===== src/rtl/silife_max7219_rx.sv =====
// silife_max7219_rx: MAX7219 daisy-chain SPI receiver that decodes each frame into
// per-device digit storage and device-0 configuration registers.
module silife_max7219_rx #(
    parameter int CHAIN    = 16,
    parameter int DEV_BITS = $clog2(CHAIN)
) (
    input  logic                clk,
    input  logic                reset,
    input  logic                i_cs,
    input  logic                i_sck,
    input  logic                i_mosi,
    input  logic [DEV_BITS-1:0] i_rd_dev,
    input  logic [2:0]          i_rd_digit,
    output logic [7:0]          o_rd_data,
    output logic [3:0]          o_intensity,
    output logic [2:0]          o_scan_limit,
    output logic                o_shutdown_n,
    output logic                o_display_test,
    output logic                o_busy,
    output logic                o_frame,
    output logic                o_error
);
    localparam int FRAME = 16 * CHAIN;
    localparam int CW    = $clog2(FRAME + 2);
    localparam logic [CW-1:0] FULL = CW'(FRAME);
    localparam logic [CW-1:0] SAT  = CW'(FRAME + 1);

    typedef enum logic [1:0] {IDLE, SHIFT, COMMIT} state_t;

    state_t              state, state_next;
    logic [1:0]          cs_sync, sck_sync, mosi_sync;
    logic                cs_prev, sck_prev;
    logic                cs_q, mosi_q, sck_rise, cs_fall, cs_rise;
    logic [FRAME-1:0]    shift;
    logic [CW-1:0]       count, count_inc;
    logic [DEV_BITS-1:0] dev;
    logic                last_dev, cs_low_seen, frame_next, error_next;
    logic [3:0]          addr, addr_m1;
    logic [7:0]          data;
    logic [7:0]          digits [CHAIN][8];

    assign cs_q      = cs_sync[1];
    assign mosi_q    = mosi_sync[1];
    assign sck_rise  = sck_sync[1] & ~sck_prev;
    assign cs_fall   = cs_prev & ~cs_q;
    assign cs_rise   = ~cs_prev & cs_q;
    assign count_inc = (sck_rise && count != SAT) ? count + 1'b1 : count;
    assign last_dev  = dev == DEV_BITS'(CHAIN - 1);
    assign addr      = shift[{dev, 4'd8} +: 4];
    assign data      = shift[{dev, 4'd0} +: 8];
    assign addr_m1   = addr - 4'd1;
    assign o_busy    = state == COMMIT;
    assign o_rd_data = digits[i_rd_dev][i_rd_digit];

    always_comb begin
        state_next = state;
        frame_next = 1'b0;
        error_next = 1'b0;
        case (state)
            IDLE:   state_next = cs_fall ? SHIFT : IDLE;
            SHIFT: if (cs_rise) begin
                state_next = count_inc == FULL ? COMMIT : IDLE;
                error_next = count_inc != FULL;
            end
            COMMIT: if (last_dev) begin
                state_next = IDLE;
                frame_next = 1'b1;
                error_next = cs_low_seen | ~cs_q;
            end
            default: state_next = IDLE;
        endcase
    end

    always_ff @(posedge clk or negedge reset) begin
        if (!reset) begin
            state   <= IDLE;
            o_frame <= 1'b0;
            o_error <= 1'b0;
        end else begin
            state   <= state_next;
            o_frame <= frame_next;
            o_error <= error_next;
        end
    end

    always_ff @(posedge clk or negedge reset) begin
        if (!reset) begin
            cs_sync     <= 2'b11;
            sck_sync    <= 2'b00;
            mosi_sync   <= 2'b00;
            cs_prev     <= 1'b1;
            sck_prev    <= 1'b0;
            shift       <= '0;
            count       <= '0;
            dev         <= '0;
            cs_low_seen <= 1'b0;
        end else begin
            cs_sync     <= {cs_sync[0], i_cs};
            sck_sync    <= {sck_sync[0], i_sck};
            mosi_sync   <= {mosi_sync[0], i_mosi};
            cs_prev     <= cs_q;
            sck_prev    <= sck_sync[1];
            dev         <= (state == COMMIT && !last_dev) ? dev + 1'b1 : '0;
            cs_low_seen <= state == COMMIT && (cs_low_seen | ~cs_q);
            if (state == IDLE && cs_fall)
                count <= '0;
            else if (state == SHIFT)
                count <= count_inc;
            if (state == SHIFT && sck_rise)
                shift <= {shift[FRAME-2:0], mosi_q};
        end
    end

    // Configuration registers only track device 0; other devices' config words are dropped.
    always_ff @(posedge clk or negedge reset) begin
        if (!reset) begin
            o_intensity    <= '0;
            o_scan_limit   <= '0;
            o_shutdown_n   <= 1'b0;
            o_display_test <= 1'b0;
            for (int d = 0; d < CHAIN; d++)
                for (int g = 0; g < 8; g++)
                    digits[d][g] <= '0;
        end else if (state == COMMIT) begin
            if (addr >= 4'h1 && addr <= 4'h8)
                digits[dev][addr_m1[2:0]] <= data;
            if (dev == '0) begin
                if (addr == 4'hA) o_intensity    <= data[3:0];
                if (addr == 4'hB) o_scan_limit   <= data[2:0];
                if (addr == 4'hC) o_shutdown_n   <= data[0];
                if (addr == 4'hF) o_display_test <= data[0];
            end
        end
    end
endmodule


===== config.mk =====
export PLATFORM = sky130hd
export DESIGN_NAME = silife_max7219_rx
export DESIGN_NICKNAME = d
export VERILOG_FILES = /design/src/rtl/silife_max7219_rx.sv
export SDC_FILE = /design/constraint.sdc
export NUM_CORES = 2
export LEC_CHECK = 0
export CORE_MARGIN = 3
export CORE_UTILIZATION = 30
export CTS_CLUSTER_DIAMETER = 80
export CTS_CLUSTER_SIZE = 24
export DETAILED_ROUTE_END_ITERATION = 8
export RECOVER_POWER = 25
export SLEW_MARGIN = 20
export SYNTH_ARGS = -nofsm -noshare
export SYNTH_HDL_FRONTEND = slang
export SYNTH_SLANG_ARGS = --single-unit

===== constraint.sdc =====
create_clock -name clk -period 8.35 [get_ports clk]
set_input_delay 1.67 -clock clk [delete_from_list [all_inputs] [get_ports clk]]
set_output_delay 1.67 -clock clk [all_outputs]
set_load 0.03 [all_outputs]

==> flow_summary.json <==
{
  "syn_inst": 3632,
  "critical_path.top_delay_family": "buffers and inverters",
  "hold_violations": 0,
  "numClockSinks": 1311,
  "vdd_drop_max_mv": 0.157,
  "grt_max_degree": 164,
  "grt_pass1_vias": 33349,
  "antenna_found_initial": 5,
  "power.internal_mw": 8.12,
  "syn_area_per_cell_sq_um": 16.8,
  "yosysWarnings": 0,
  "postCtsSetupBuffers": 0,
  "worstMarginPinSlew_ns": 3.82,
  "cts_tree": "done",
  "ctsResizeCount": 0,
  "drc": 0,
  "die_h_um": 457,
  "setup_tns_ns": 0,
  "r2r_end": "digits[363]",
  "synth-main-ff-cell": "dfrtp_1",
  "timing.fmax_ghz": 0.141,
  "row_count": 164,
  "power_leakage_nw": 31.9,
  "crit_chain": "buf_8 -> buf_12 -> buf_12 -> mux4_2 -> mux4_2 -> o22ai_1 -> nor4_1 -> buf_4 -> clkdlybuf4s50_1",
  "core_sq_um": 201000,
  "p_per_area_nw_per_um2": 165,
  "num-fill-cells": 19284,
  "numPortBuffers": 31,
  "synthArstFlopShare_pct": 100,
  "cts_root_buffer": "clkbuf_16",
  "p_comb_share_pct": 7.9,
  "required_ns": 6.68,
  "routabilityCongestion": 0.804,
  "io_pins": 32,
  "clkSlewWorstSetupHoldPaths_ns": 0.09,
  "grt_util_all_layers_pct": 13.9,
  "clockPowerShare_pct": 33.9,
  "synthesis.area_sq_um": 61100,
  "cpPeakStageDelay_ns": 0.93,
  "antenna_left": 0,
  "register_area_sq_um": 32800,
  "hold_path.startpoint": "cs_sync[0]",
  "crit_fanout": 60,
  "yosysTopAreaCell": "dfrtp_1",
  "slew-limit-headroom_pct": -155,
  "r2r-start": "dev[0]",
  "violations": "max-capacitance violations, max-slew violations",
  "final_max_slew_viol_count": 474,
  "avgViaCountPerCell": 5.05,
  "clk_latency_ns": 0.70,
  "cts_buffers": 67,
  "skew_ns": 0.0380,
  "yosys-top-cells-area": "dfrtp_1 54%, mux4_2 14%, mux2_1 12%, mux2_2 7.0%, mux2_4 5.9%",
  "wl_um": 145000,
  "die_area_sq_um": 209000,
  "cp-start-kind": "primary input",
  "fin_crit_sh_pct": 84.8,
  "hp-class": "reg -> reg",
  "wire_per_inst_um": 23.3,
  "hold_slack_ns": 0.343,
  "synth-edff-count": 0,
  "hold_depth": 0,
  "dr.pass1.iters": 5,
  "htree_levels": 3,
  "r2r_slack_ns": 2.08,
  "nets": 3551,
  "grt_overflow": 0,
  "rsz0062_at_grt": "false",
  "yosysSeqAreaShare_pct": 53.7,
  "syn_to_final_growth_pct": 8.36,
  "cts_hold_buffers": 0,
  "end_kind": "primary output",
  "via_count": 31351,
  "switchingPower_mw": 2.83,
  "multi_input_area_sq_um": 27000,
  "reg2regPathDepth": 10,
  "maxCapViolCount": 8,
  "fin_crit_ns": 7.08,
  "critPathSlowestCell": "nor4_1",
  "ys_ff_latch": 1311,
  "path_buf_inv": 5,
  "finalPower_mw": 10.9,
  "seqPwrFrac_pct": 58.2,
  "cp.arrival_ns": 5.41,
  "ys_top_cells_by_count": "1308 x dfrtp_1, 668 x mux2_1, 381 x mux2_2",
  "yosys.area.top_type_share_pct": 53.6,
  "drive_gt1_share_pct": 35.3,
  "setup_violations": 0,
  "grt_first_pass_wirelength_um": 224000,
  "fin_util_pct": 32.9,
  "drtIter0Drc": 2191,
  "switching_share_pct": 25.8,
  "die_w_um": 457,
  "syn_nets": 3657,
  "status": "finished with violations",
  "hpwl_um": 93600,
  "path_class": "in -> out",
  "yosysMostFrequentCell": "dfrtp_1",
  "start_util_pct": 30.4,
  "ys_types": 59,
  "min_to": "cs_sync[1]",
  "clockBufferDepth": 3
}
## power groups by stage
stage / clock network (mW) / registers [mW] / logic, mW
after CTS: 3.87 / 6.37 / 0.885
after detailed placement: 0 / 6.49 / 0.884
after global routing: 4.07 / 6.37 / 0.946
after floorplan: 0 / 6.49 / 0.458
after global placement: 0 / 6.49 / 0.879
final: 3.71 / 6.37 / 0.865
## cells in the final DEF (no fill, tap or decap), types with 33 or more instances in the layout
cell       instances
nand2_1           47
buf_4             54
dfrtp_1         1307
nor2_1            44
mux2_1           668
clkbuf_16         71
nand3_4           40
o22ai_1           33
mux4_2           363
mux2_2           381
mux2_4           240
## final cells by class
| type | count | share of cell area, % |
|---|---|---|
| Clock inverter | 9 | 0.155 |
| Sequential cell | 1311 | 49.6 |
| Inverter | 12 | 0.0718 |
| Tap cell | 2656 | 5.02 |
| Antenna cell | 7 | 0.0265 |
| Clock buffer | 76 | 2.74 |
| Multi-Input combinational cell | 2025 | 40.8 |
| Timing Repair Buffer | 109 | 1.63 |
## logic make-up after synthesis
family	count (synthesis)	synth area share, %
xor gates and xnor gates	11	0.158
buffers and inverters	296	2.18
and+or+nand+nor	271	3.86
adders and majority gates	13	0.266
DFF	1311	53.7
muxes	1678	39.2
AOI/OAI and AO/OA	52	0.604
## state kept, by name (all words and copies together) (netlist names), 2 cells and up
name          flops
shift           252
o_scan_limit      3
o_intensity       4
sck_sync          2
cs_sync           2
mosi_sync         2
state             2
count             9
digits         1024
dev               4
## worst max-delay path by stage
stage,end,startpoint,cells after the start
after floorplan,o_rd_data[5],i_rd_dev[0],7
after global placement,o_rd_data[2],i_rd_dev[0],7
after detailed placement,o_rd_data[6],i_rd_dev[2],10
after CTS,o_rd_data[6],i_rd_dev[2],10
after global routing,o_rd_data[1],i_rd_dev[0],8
final,o_rd_data[1],i_rd_dev[2],9
## per-layer routing
metal / up-vias / GRT usage [%] / share of wire, %
li1: 13329 / - / -
met1: 17401 / 20.3 / 47
met2: 492 / 21.8 / 47
met3: 129 / 1.92 / 4.1
met4: 0 / 3.06 / 2.2
met5: - / 0 / 0
## through the flow
stage               worst slack, ns  instances  instance area (sq um)
floorplan                      2.45       3632                  61100
global placement               1.15       6113                  64300
detailed placement             1.23       6113                  64300
CTS                            1.22       6198                  66200
global route                   1.13       6202                  66200
finish                         1.27       6205                  66200
Note: power is estimated with default switching activity, not from simulation.
